<file path="config.mk">
export PLATFORM = sky130hd
export DESIGN_NAME = cook_sequencer
export DESIGN_NICKNAME = d
export VERILOG_FILES = /design/src/rtl/cook_sequencer.sv
export SDC_FILE = /design/constraint.sdc
export NUM_CORES = 1
export LEC_CHECK = 0
export BUFFER_PORTS_ARGS = -buffer_cell sky130_fd_sc_hd__buf_2
export CELL_PAD_IN_SITES_DETAIL_PLACEMENT = 1
export CELL_PAD_IN_SITES_GLOBAL_PLACEMENT = 1
export CORE_ASPECT_RATIO = 0.7
export CORE_MARGIN = 2
export CORE_UTILIZATION = 40
export CTS_CLUSTER_SIZE = 40
export DETAILED_ROUTE_END_ITERATION = 6
export GPL_TIMING_DRIVEN = 0
export HOLD_SLACK_MARGIN = 0.02
export PLACE_DENSITY_LB_ADDON = 0.1
export SYNTH_ARGS = -nofsm -noshare
export SYNTH_HDL_FRONTEND = slang
export SYNTH_SLANG_ARGS = --single-unit
</file>
<file path="constraint.sdc">
create_clock -name clk -period 2.34 [get_ports clk]
set_input_delay 0.468 -clock clk [delete_from_list [all_inputs] [get_ports clk]]
set_output_delay 0.468 -clock clk [all_outputs]
set_load 0.01 [all_outputs]
</file>
<file path="src/rtl/cook_sequencer.sv">
// cook_sequencer: microwave cook-cycle FSM with keypad entry, door interlock, power duty-cycle and beeper.
// Define COOK_SEQUENCER_QUICK_START_EN to make start in IDLE program and run a 0:30 cook.
module cook_sequencer #(
    parameter int BEEP_SECONDS = 3,
    parameter int MAX_DIGITS = 3,
    parameter int POWER_PERIOD = 10
) (
    input  logic       clk,
    input  logic       clear,
    input  logic       tick_1hz,
    input  logic       start,
    input  logic       stop,
    input  logic       closed_door,
    input  logic       key_valid,
    input  logic [3:0] key_code,
    input  logic       power_key,
    input  logic       timer_zero,
    output logic       timer_load,
    output logic [3:0] timer_data,
    output logic       timer_clear,
    output logic       timer_en,
    output logic       magnetron,
    output logic       beeper,
    output logic       lamp,
    output logic [3:0] power_level,
    output logic [2:0] state
);
    localparam int DW = $clog2(MAX_DIGITS + 1);
    localparam logic [DW-1:0] MAX_D = DW'(MAX_DIGITS);
    localparam logic [3:0] PP = 4'(POWER_PERIOD);
    localparam logic [3:0] BEEP = 4'(BEEP_SECONDS);
`ifdef COOK_SEQUENCER_QUICK_START_EN
    typedef enum logic [2:0] {IDLE = 3'd0, ENTRY = 3'd1, COOKING = 3'd2, PAUSED = 3'd3, DONE = 3'd4, QLOAD = 3'd5} state_t;
`else
    typedef enum logic [2:0] {IDLE = 3'd0, ENTRY = 3'd1, COOKING = 3'd2, PAUSED = 3'd3, DONE = 3'd4} state_t;
`endif
    state_t cur, nxt;
    logic [DW-1:0] dcount, dcount_d;
    logic [3:0] phase, phase_d, beep_cnt, beep_d, level_d, data_d;
    logic load_d, clr_d, digit_ok;

    assign digit_ok = key_valid && key_code <= 4'd9 && dcount < MAX_D && (cur == IDLE || cur == ENTRY);
    assign state = cur;
    // door term stays combinational so the magnetron drops with zero latency
    assign magnetron = closed_door && cur == COOKING && phase < power_level;
    assign lamp = !closed_door || cur == COOKING;

    always_comb begin
        nxt = cur;
        load_d = digit_ok;
        data_d = digit_ok ? key_code : 4'd0;
        clr_d = 1'b0;
        phase_d = phase;
        beep_d = beep_cnt;
        level_d = power_level;
        if ((cur == IDLE || cur == ENTRY) && power_key)
            level_d = power_level == PP ? 4'd1 : power_level + 4'd1;
        case (cur)
            IDLE: begin
                if (digit_ok) nxt = ENTRY;
`ifdef COOK_SEQUENCER_QUICK_START_EN
                else if (start && !stop && closed_door && dcount == '0) begin
                    nxt = QLOAD;
                    load_d = 1'b1;
                    data_d = 4'd3;
                end
`endif
            end
            ENTRY: begin
                if (stop) begin
                    nxt = IDLE;
                    clr_d = 1'b1;
                end else if (start && closed_door && !timer_zero) begin
                    nxt = COOKING;
                    phase_d = 4'd0;
                end
            end
            COOKING: begin
                if (tick_1hz) phase_d = phase == PP - 4'd1 ? 4'd0 : phase + 4'd1;
                if (timer_zero) begin
                    nxt = DONE;
                    beep_d = BEEP;
                end else if (!closed_door || stop) nxt = PAUSED;
            end
            PAUSED: begin
                if (stop) begin
                    nxt = IDLE;
                    clr_d = 1'b1;
                end else if (start && closed_door) nxt = COOKING;
            end
            DONE: begin
                if (!closed_door || stop || beep_cnt == 4'd0) nxt = IDLE;
                else if (tick_1hz) beep_d = beep_cnt - 4'd1;
            end
`ifdef COOK_SEQUENCER_QUICK_START_EN
            QLOAD: begin
                if (!closed_door) begin
                    nxt = IDLE;
                    clr_d = 1'b1;
                end else begin
                    nxt = COOKING;
                    load_d = 1'b1;
                    data_d = 4'd0;
                    phase_d = 4'd0;
                end
            end
`endif
            default: nxt = IDLE;
        endcase
        dcount_d = nxt == IDLE ? '0 : digit_ok ? dcount + DW'(1) : dcount;
    end

    always_ff @(posedge clk or posedge clear) begin
        if (clear) begin
            cur <= IDLE;
            dcount <= '0;
            phase <= 4'd0;
            beep_cnt <= 4'd0;
            power_level <= PP;
            timer_load <= 1'b0;
            timer_data <= 4'd0;
            timer_clear <= 1'b0;
            timer_en <= 1'b0;
            beeper <= 1'b0;
        end else begin
            cur <= nxt;
            dcount <= dcount_d;
            phase <= phase_d;
            beep_cnt <= beep_d;
            power_level <= level_d;
            timer_load <= load_d;
            timer_data <= data_d;
            timer_clear <= clr_d;
            timer_en <= nxt == COOKING;
            beeper <= nxt == DONE;
        end
    end
endmodule

</file>
==> results, run 1 <==
- The run finished with clean final reports.
- Counting flops with an async set or reset pin after synthesis yields a share of between 90% and 100%.
- The layout overhead on the synthesized area is 20.62%.
- Counting the fill cells in the layout gives around 370.
- For this block, the initial DRC count from the detailed router was 59.
- The worst register-to-register path ends at beep_cnt[1].
- The total routing resource utilization after global routing is approximately 18%.
- In this run the standard cell core region covers about 3100 sq um.
- The internal portion of the total power is 819.7 uW.
- The class of the tightest hold or removal check is input port to asynchronous set/reset pin.
- For this run, the detailed router's first-pass iteration total came to 4.
- In the post-synthesis netlist, the cell with the most instances is dfrtp_1.
- Setup violations remaining at the end of the flow were counted as 0.
- The maximum fanout along the worst path is 4.
- In this run the power spent charging and discharging nets is 417.1 uW.
- In the post-route analysis, the smallest setup slack over all paths is slightly above 100 ps.
- The first global-routing pass estimated between 5000 and 6000 um of wire.
- Yosys printed 0 warnings.
- In this run the tightest slew margin relative to its limit is a little under two fifths.
- The clock latency reported for the late side of the worst-skew pair is around 270 ps.
- The final design instance area without fill is about 1600 sq um.
- The netlist uses 38 different library cells.
- The clock tree from TritonCTS is built.
- The die is roughly 52 um tall.
- The category of the critical setup timing path is flop to primary output.
- During I/O placement, the number of pins put on the boundary was 30.
- The type of element launching the critical path is a flop.
- The share of the clock period used by the worst path after layout is a little over nine tenths.
- The number of enable-type register cells in the synthesized netlist is 0.
- The transition time at the pin with the least slew margin is ~930 ps.
- At the end of routability-driven placement, the weighted congestion stood at between 0.8 and 0.9.
- The number of buffers and inverters on the critical path is 2.
- The average instance area after synthesis is approximately 10 sq um.
- The share of total power in combinational logic is a little under a third.
- The maximum vdd ir drop is roughly 0.35 mV.
- Entering global routing, the biggest net connects 26 pins.
- Measured in cells, the most critical reg-to-reg path has a length of 6.
- The cell family with the largest share of critical-path delay is flip-flops.
- The number of clock buffers added by TritonCTS is 3.
- For this run, the register share of the synthesized area comes to 47.49%.
- Of the post-synthesis cell area, the dominant cell type holds between 40% and 50%.
- Wires add up to roughly 3000 um.
- The via count of the first global-routing pass came to roughly 1100.
- The count of final max-slew check failures is 0.
- The count of nets left with antenna violations after detail routing is 0.
- The root buffer cell chosen for the clock tree is clkbuf_8.
- Among all stages on the critical path, the largest delay is contributed by dfstp_2.
- The total area of multi-input combinational cells is 654.4 sq um.
- The pre-CTS setup slack is around 330 ps.
- In this run the cell area measured after placement is roughly 1500 sq um.
- For the worst setup path, the data arrival time is about 1800 ps.
- The maximum clock frequency is ~450 MHz.
- The net count of the mapped netlist is 147.
- The fraction of final layout cells with drive strength greater than 1 is approximately 30%.
- The effective utilization at floorplan is between 40% and 50%.
- By count the netlist is led by dfrtp_1 (23), inv_1 (9), nand2_1 (9), o21ai_0 (9).
- The switching power share of the total is 33.72%.
- The net total in the final layout is 183.
- The synthesized netlist cell count is 127.
- The fraction of power consumed by the clock network is a little over a fifth.
- The critical path goes through inv_1 > ha_4 > a21oi_2 > nor2b_1 > o21ai_1 > and4b_1 > buf_2.
- The clock slew at the register clock pins of the worst setup and hold paths is ~90 ps.
- The detailed placer's ending HPWL is between 2000 and 2500 um.
- The standard-cell row count is 17.
- The number of buffers on the longest clock path is 2.
- The die is around 73 um wide.
- The library cell with the largest summed area after synthesis is dfrtp_1.
- The required time at the endpoint of the critical path is ~1900 ps.
- For this block, the via count after detailed routing is about 1100.
- The via-per-instance ratio is around 5.3.
- The number of antenna violations at the first check in global routing is 0.
- The total count of hold-check failures in the final report is 0.
- The final critical delay including setup and external delays is approximately 2200 ps.
- CTS built an H-tree with a depth of 1.
- The number of diodes is 0.
- In this run the tool buffered the top-level ports with 29 buffer cells.
- The cell area that synthesis handed to floorplanning was about 1300 sq um.
- The synthesized design contains 25 register bits.
- Dividing total power by cell area gives a power density of 775.3 nW/um^2.
- The final worst hold slack is between 300 and 400 ps.
- The most frequently used flop master after synthesis is dfrtp_1.
- The utilization after layout is 50.68%.
- The worst register-to-register path begins at state[0].
- After detailed routing, the average wire length per cell comes to 14.95 um.
- The total overflow left after global routing is 0.
- Yosys attributes the largest share of cell area to dfrtp_1 (44%), ha_1 (6.6%), dfstp_2 (4.0%).
- Counting every sink on the clock net gives 25.
- The worst setup path is captured at a primary output.
- In the routed design, unresolved DRC markers number 0.
- The setup clock skew after layout is between 2 and 3 ps.
- Registers are responsible for 47.9% of the overall power.
- The maximum single-stage delay on the critical path is around 560 ps.
- The die area is roughly 3800 sq um.
- For this design the static power due to leakage is between 0.8 and 0.9 nW.
- In the final layout, flip-flops and latches occupy approximately 630 sq um.
- Max-cap violations in this run came to 0.
- In this run the register-to-register setup slack is about 500 ps.
==> state kept, by name, indices dropped and copies added (netlist names), 2 cells and up <==
register     count
power_level      4
timer_data       4
dcount           2
beep_cnt         4
phase            4
state            3
==> cell type report <==
class	count	share of cell area, %
Clock buffer	3	2.588
Multi-Input combinational cell	91	41.02
Tap cell	38	2.980
Sequential cell	25	39.37
Buffer	2	1.412
Inverter	9	2.118
Clock inverter	1	0.4706
Timing Repair Buffer	31	10.04
==> placed cells by master, fill, tap and decap left out, types with 3 or more instances in the layout <==
| cell | instances |
|---|---|
| buf_2 | 29 |
| dfrtp_1 | 23 |
| inv_1 | 9 |
| nand2_1 | 9 |
| o21ai_0 | 8 |
| nor2_1 | 7 |
| ha_1 | 6 |
| a21o_1 | 5 |
| and2_1 | 5 |
| nor3b_1 | 4 |
| a21oi_1 | 4 |
| nand3_1 | 4 |
| o21ai_1 | 4 |
| nand3b_1 | 3 |
| clkbuf_8 | 3 |
==> worst reg2reg max path, delay by kind of cell, from the launching register on <==
family          cells  cell delay, ps
compound gates      2             170
buf+inv             1             150
simple gates        3            1020
flops               1             400
==> through the flow <==
step	total power [mW]	cells	TNS (ps)
2_1_floorplan	0.8132	127	0
3_3_place_gp	0.9228	194	0
3_5_place_dp	0.9400	194	0
4_1_cts	1.211	198	0
5_1_grt	1.336	200	-0.7905
6_report	1.237	200	0
==> how the worst max path moves through the flow <==
| stage | slack [ps] | to | startpoint | cells past startpoint |
|---|---|---|---|---|
| 2_1_floorplan | 470 | magnetron | power_level[1] | 6 |
| 3_3_place_gp | 370 | magnetron | power_level[1] | 7 |
| 3_5_place_dp | 330 | magnetron | power_level[1] | 7 |
| 4_1_cts | 5 | magnetron | power_level[1] | 7 |
| 5_1_grt | -0.8 | magnetron | power_level[1] | 7 |
| 6_report | 100 | magnetron | power_level[1] | 7 |
==> timing repair <==
action	CTS	global route
hold buffers	0	0
setup endpoints to repair	0	1
endpoints found under the hold margin	0	0
setup buffers	0	2
gates resized for setup	0	3
==> kinds of logic after synthesis <==
kind of cell / Yosys count / synth area share (%)
xor+xnor: 2 / 1.325
buf+inv: 11 / 4.257
fa+ha+maj: 7 / 6.622
simple gates: 48 / 23.56
flops: 25 / 47.49
compound gates: 32 / 15.04
mux: 2 / 1.703
==> layer usage <==
layer / GRT usage (%) / wire (um) / vias to the layer above
met5: 0 / 0 / -
met3: 6.008 / 128 / 4
met4: 5.556 / 26 / 0
met2: 25.61 / 1338 / 21
met1: 25.00 / 1497 / 507
li1: - / - / 520
==> power groups by stage <==
stage | clock (mW) | combinational, mW | sequential (mW)
after floorplan | 0 | 0.202 | 0.611
after CTS | 0.277 | 0.335 | 0.598
after detailed placement | 0 | 0.334 | 0.606
final | 0.262 | 0.382 | 0.593
after global routing | 0.293 | 0.433 | 0.609
after global placement | 0 | 0.322 | 0.601
No activity file was read; power rests on OpenSTA's default activity.
==> run 2, diff against run 1 <==
--- a/config.mk
+++ b/config.mk
@@ -13,6 +13,7 @@
 export CORE_UTILIZATION = 40
 export CTS_CLUSTER_SIZE = 40
 export DETAILED_ROUTE_END_ITERATION = 6
+export GPL_ROUTABILITY_DRIVEN = 0
 export GPL_TIMING_DRIVEN = 0
 export HOLD_SLACK_MARGIN = 0.02
 export PLACE_DENSITY_LB_ADDON = 0.1
==> constraint.sdc (replaced) <==
create_clock -name clk -period 2.1 [get_ports clk]
set_input_delay 0.42 -clock clk [delete_from_list [all_inputs] [get_ports clk]]
set_output_delay 0.42 -clock clk [all_outputs]
set_load 0.01 [all_outputs]
==> results, run 2 (synthesis results as in run 1) <==
- The number of placed cells counting well taps is 194 (unchanged).
- The type of element launching the critical path is a flop.
- The setup clock skew after layout came to 2.342 ps (-0.4233 ps).
- The die width is 72.73 um (unchanged).
- The endpoint arrival time on the critical path is 1660 ps (-110 ps).
- The post-layout instance count excluding filler cells came to 200 (unchanged).
- The area of the core region is 3148 sq um (unchanged).
- The max-capacitance violation count is 0 (unchanged).
- The endpoint class of the critical path is a primary output.
- The fraction of final layout cells with drive strength greater than 1 is 30.25% (+0.62 points).
- In this run the worst hold path is classified as input port to asynchronous set/reset pin.
- The transition time at the pin with the least slew margin is 932.4 ps (-0.5603 ps).
- Based on the critical path, the design can be clocked at up to 480.1 MHz.
- The critical path depth is 7 (unchanged).
- The number of vias in the routed layout is 1048 (-0.38%).
- The required time at the endpoint of the critical path was 1680 ps (-190 ps).
- The ratio of total power to cell area is 853.1 nW/um^2 (+10%).
- The endpoint identified for the worst register-to-register timing path is beep_cnt[1].
- The clock slew at the register clock pins of the worst setup and hold paths is 90 ps (about the same).
- The worst reg2reg path depth is 6 (unchanged).
- The layout overhead on the synthesized area is 20.62% (unchanged).
- The number of top-level pins is 30 (unchanged).
- The pre-CTS setup slack was 133.8 ps (-192.0 ps).
- Traced cell by cell, the critical path runs through inv_2 > ha_4 > a21oi_2 > nor2b_1 > o21ai_1 > and4b_1 > buf_2.
- The relative max-transition margin is 37.77% (about the same).
- The total number of clock tree sinks is 25 (unchanged).
- The effective utilization at floorplan is 42.01% (unchanged).
- The initial DRC count was 59 (unchanged).
- The number of clock buffers inserted by TritonCTS is 3 (unchanged).
- The setup path with the least slack is of type flop to primary output.
- The number of diodes is 0 (unchanged).
- The share of the clock period used by the worst path after layout is between 90% and 100%.
- The number of detailed-routing iterations run before antenna repair is 4 (unchanged).
- The total count of hold-check failures in the final report was 0 (unchanged).
- In this run the worst setup path terminates at magnetron.
- The final wirelength was 2953 um (-1.2%).
- The die area was 3790 sq um (unchanged).
- The startpoint of the most critical register-to-register path is state[0].
- In the layout the commonest cells are buf_2 (29), dfrtp_1 (23), nand2_1 (9).
- The leakage power summed over all cells is 0.8180 nW (about the same).
- On the critical path the largest part of the delay comes from flip-flops.
- The number of antenna violations at the first check in global routing is 0 (unchanged).
- In this run the clock root is driven by a clkbuf_8.
- The net total in the final layout was 183 (unchanged).
- The maximum single-stage delay on the critical path is 550 ps (about the same).
- The average wire per cell in the routed design is 14.77 um (-1.2%).
- The flow ran to the end, and the final reports show no timing, DRC or antenna violations.
- Leaving out fill and tap cells, the most frequent cell in the layout is buf_2.
- The launching element of the worst setup path is power_level[1].
- The overall die height is 52.11 um (unchanged).
- The number of buffers and inverters on the critical path came to 2 (unchanged).
- The pin count of the biggest net entering global routing came to 26 (unchanged).
- The number of buffers on the longest clock path is 2 (unchanged).
- The total routing resource utilization after global routing is 18.13% (+0.38 points).
- The port buffer count is 29 (unchanged).
- The number of DRC violations after detailed routing is 0 (unchanged).
- The met1 wire length is 1504 um (+0.47%).
- The via-per-instance ratio is 5.240 (-0.38%).
- The standard-cell row count is 17 (unchanged).
- The met2 wire length is 1292 um (-3.4%).
- TritonCTS built the clock tree.
- The utilization after layout is 50.68% (unchanged).
- In this run the top signal layer used is met4.
- The slowest stage of the critical path is the dfstp_2 cell.
- The number of hold buffers added after CTS is 0 (unchanged).
- The detailed placer's ending HPWL is 2278 um (unchanged).
- The count of H-tree levels built during CTS came to 1 (unchanged).
- The global route total overflow came to 0 (unchanged).
- The met3 routed wirelength came to 129 um (+0.78%).
- The slack of the worst reg-to-reg path is 260 ps (-240 ps).
- The final worst slack is 16.91 ps (-86.90 ps).
- The final setup violation count is 0 (unchanged).
- The via count of the first global-routing pass is 1080 (+2.7%).
- The clock latency reported for the late side of the worst-skew pair is 270 ps (about the same).
- The global-route wire length before repair is 5106 um (+1.9%).
- The maximum fanout along the worst path is 2 (-2).
- The final worst hold slack was 340.5 ps (-48.74 ps).
- The aggregate negative setup slack came to 0 ps (unchanged).
- The maximum vdd ir drop was 0.3944 mV (+11%).
- Setup repair after global routing could not meet its margin everywhere.
- The final critical delay including setup and external delays is 2083 ps.
- The count of final max-slew check failures is 0 (unchanged).
- The count of nets left with antenna violations after detail routing came to 0 (unchanged).
[run 2: cell counts in the layout (fill, tap and decap cells not counted)]
No cell type changed its count.
[run 2: how the worst min path moves through the flow]
stage                         end        start  slack [ps]  cells after the start
floorplan               dcount[0]    dcount[0]         440                      1
CTS                 timer_data[0]  key_code[0]         350                      2
detailed placement      dcount[0]    dcount[0]         470                      1
global placement        dcount[0]    dcount[0]         480                      1
finish              timer_data[3]        clear         340                      2
global route        timer_data[3]  key_code[3]         340                      2
[run 2: power by group]
part / internal, mW / total, mW / leakage [nW] / switching, mW
clock network: 0.135 / 0.292 / 0.0217 / 0.157
registers: 0.573 / 0.657 / 0.322 / 0.0837
logic: 0.196 / 0.413 / 0.475 / 0.217
total: 0.903 / 1.36 / 0.818 / 0.458
[run 2: through the flow]
stage,area [sq um],power [mW]
floorplan,1323,0.9061
global placement,1515,1.028
detailed placement,1515,1.047
CTS,1595,1.384
global route,1595,1.469
finish,1595,1.361
[run 2: what timing repair did]
action                                 4_1_cts  5_1_grt
pin swaps                                    3        2
endpoints found under the hold margin        0        0
setup endpoints to repair                    1        1
gates resized for setup                      4        0
setup buffers                                2        0
[run 2: layer usage]
layer | vias up | track usage, %
li1 | 520 | -
met1 | 503 | 24.88
met2 | 21 | 26.97
met3 | 4 | 6.008
met4 | 0 | 5.864
met5 | - | 0
[run 2: final cells by class]
class                           instances  area (sq um)
Buffer                                  2         22.52
Clock buffer                            3         41.29
Clock inverter                          1         7.507
Fill cell                             373          1553
Inverter                                9         33.78
Multi-Input combinational cell         91         654.4
Sequential cell                        25         628.1
Tap cell                               38         47.55
Timing Repair Buffer                   31         160.2
==> run 3, diff against run 2 <==
--- a/config.mk
+++ b/config.mk
@@ -5,11 +5,12 @@
 export SDC_FILE = /design/constraint.sdc
 export NUM_CORES = 1
 export LEC_CHECK = 0
+export ABC_CLOCK_PERIOD_IN_PS = 2100
 export BUFFER_PORTS_ARGS = -buffer_cell sky130_fd_sc_hd__buf_2
 export CELL_PAD_IN_SITES_DETAIL_PLACEMENT = 1
 export CELL_PAD_IN_SITES_GLOBAL_PLACEMENT = 1
 export CORE_ASPECT_RATIO = 0.7
-export CORE_MARGIN = 2
+export CORE_MARGIN = 1.5
 export CORE_UTILIZATION = 40
 export CTS_CLUSTER_SIZE = 40
 export DETAILED_ROUTE_END_ITERATION = 6
==> results, run 3 (synthesis results as in run 1) <==
- The flow ran to the end, and the final reports show no timing, DRC or antenna violations.
- The number of antenna violations at the first check in global routing was 0 (unchanged).
- The max-capacitance violation count is 0 (unchanged).
- The transition time at the pin with the least slew margin was 938.0 ps (+5.626 ps).
- The global route total overflow is 0 (unchanged).
- The count of final max-slew check failures is 0 (unchanged).
- The effective utilization at floorplan is 42.01% (unchanged).
- The die area is 3666 sq um (-3.3%).
- The clock tree from TritonCTS is built.
- The global-route wire length before repair is 4974 um (-2.6%).
- The worst setup path is captured at a primary output.
- The die width is 71.73 um (-1.4%).
- The master cell of the clock root buffer is clkbuf_8.
- The maximum fanout along the worst path is 2 (unchanged).
- The area of the core region came to 3148 sq um (unchanged).
- The number of placed cells counting well taps is 194 (unchanged).
- The sum of internal, switching and leakage power was 1.379 mW (+1.4%).
- In this run the worst setup path terminates at magnetron.
- The library cells used most frequently in the layout, excluding fill and tap cells, are buf_2 (29), dfrtp_1 (23), nand2_1 (9).
- The clock latency reported for the late side of the worst-skew pair was 270 ps (about the same).
- The number of DRC violations after detailed routing is 0 (unchanged).
- The number of detailed-routing iterations run before antenna repair is 4 (unchanged).
- The post-layout instance count excluding filler cells is 201 (+0.50%).
- The share of the clock period used by the worst path after layout is 98.88% (-0.32 points).
- The final setup violation count came to 0 (unchanged).
- The pin count of the biggest net entering global routing is 26 (unchanged).
- The number of clock buffers inserted by TritonCTS is 3 (unchanged).
- The average wire per cell in the routed design is 14.70 um (-0.46%).
- The overall die height is 51.11 um (-1.9%).
- The initial DRC count came to 52 (-12%).
- The startpoint of the most critical register-to-register path is state[0].
- The number of top-level pins is 30 (unchanged).
- The leakage power summed over all cells is 0.8279 nW (+1.2%).
- The maximum vdd ir drop is 0.3408 mV (-14%).
- The setup clock skew after layout was 2.293 ps (-0.04872 ps).
- The standard-cell row count is 17 (unchanged).
- The setup path with the least slack is of type flop to primary output.
- The number of buffers on the longest clock path was 2 (unchanged).
- The ratio of total power to cell area came to 859.9 nW/um^2 (+0.80%).
- The total routing resource utilization after global routing is 17.94% (-0.18 points).
- The class of the tightest hold or removal check is input port to asynchronous set/reset pin.
- The number of vias in the routed layout is 1056 (+0.76%).
- The leading cell type in the layout, fill and taps excluded is buf_2.
- The slack of the worst reg-to-reg path came to 270 ps (about the same).
- The detailed placer's ending HPWL is 2261 um (-0.72%).
- The count of H-tree levels built during CTS is 1 (unchanged).
- Setup repair after global routing could not meet its margin everywhere.
- The total count of hold-check failures in the final report is 0 (unchanged).
- The worst reg2reg path depth is 6 (unchanged).
- The capture instance of the worst register-to-register path is beep_cnt[1].
- The final wirelength is 2954 um (about the same).
- The via-per-instance ratio is 5.254 (+0.26%).
- The launching element of the worst setup path is power_level[1].
- The count of nets left with antenna violations after detail routing is 0 (unchanged).
- The layout overhead on the synthesized area is 21.29%.
- The via count of the first global-routing pass is 1058 (-2.0%).
- The number of diodes came to 0 (unchanged).
- The fraction of final layout cells with drive strength greater than 1 is 30.67% (+0.43 points).
- The total number of clock tree sinks was 25 (unchanged).
- The relative max-transition margin came to 37.40% (-0.38 points).
- The net total in the final layout is 184 (+0.55%).
- The type of element launching the critical path is a flop.
- The port buffer count came to 29 (unchanged).
- The final worst hold slack is 347.1 ps (+6.663 ps).
- The endpoint arrival time on the critical path is 1660 ps (about the same).
- The count of fill cells added during filler insertion is 368 (-1.3%).
- The clock slew at the register clock pins of the worst setup and hold paths is 90 ps (about the same).
- The required time at the endpoint of the critical path was 1680 ps (about the same).
- The maximum clock frequency is 481.6 MHz (+0.32%).
- The final critical delay including setup and external delays came to 2076 ps (-6.691 ps).
[run 3: cell types whose count changed in the layout (fill, tap and decap cells not counted)]
cell        change
clkinvlp_4      -1
inv_6           +1
buf_4           +1
[run 3: how the worst min path moves through the flow]
| stage | cells after the start | to | slack (ps) |
|---|---|---|---|
| floorplan | 1 | dcount[0] | 440 |
| global placement | 1 | dcount[0] | 480 |
| detailed placement | 1 | dcount[0] | 470 |
| CTS | 2 | timer_data[0] | 340 |
| global route | 2 | timer_data[0] | 350 |
| finish | 2 | power_level[0] | 350 |
[run 3: area by class of cell]
class	instances	area, sq um	share of cell area, %
Buffer	2	22.52	1.404
Clock buffer	3	41.29	2.574
Clock inverter	1	8.758	0.5460
Inverter	9	33.78	2.106
Multi-Input combinational cell	91	654.4	40.80
Sequential cell	25	628.1	39.16
Tap cell	38	47.55	2.964
Timing Repair Buffer	32	167.7	10.45
[run 3: per-stage QoR]
stage                     setup slack, ps  area (sq um)  util (%)  setup TNS, ps
after detailed placement            134.8          1515     48.13              0
after CTS                          -25.86          1589     50.48         -25.86
final                               23.60          1604     50.95              0
after floorplan                     273.2          1323         -              0
after global routing               -81.18          1604     50.95         -81.18
after global placement              179.3          1515     48.13              0
[run 3: metal layers]
layer  vias up  global-route usage (%)  share of wire, %
met3         2                   4.931               3.2
met1       513                   25.16                53
met5         -                       0                 0
met2        16                   27.93                43
li1        525                       -                 -
met4         0                   3.774              0.47
[run 3: timing repair]
| item | 4_1_cts | 5_1_grt |
|---|---|---|
| setup buffers | 1 | 2 |
| hold buffers | 0 | 0 |
| gates resized for setup | 4 | 0 |
| setup endpoints to repair | 1 | 1 |
| pin swaps | 4 | 3 |
[run 3: power breakdown]
group          internal (mW)  switching (mW)
clock                  0.139           0.158
combinational          0.197           0.224
sequential             0.573          0.0885
total                  0.909           0.471
[run 3: worst max-delay path, stage by stage, from the launching register on]
cell	delay, ps
dfstp_2	550
inv_2	50
ha_4	210
a21oi_2	100
nor2b_1	50
o21ai_1	120
and4b_1	190
buf_2	120
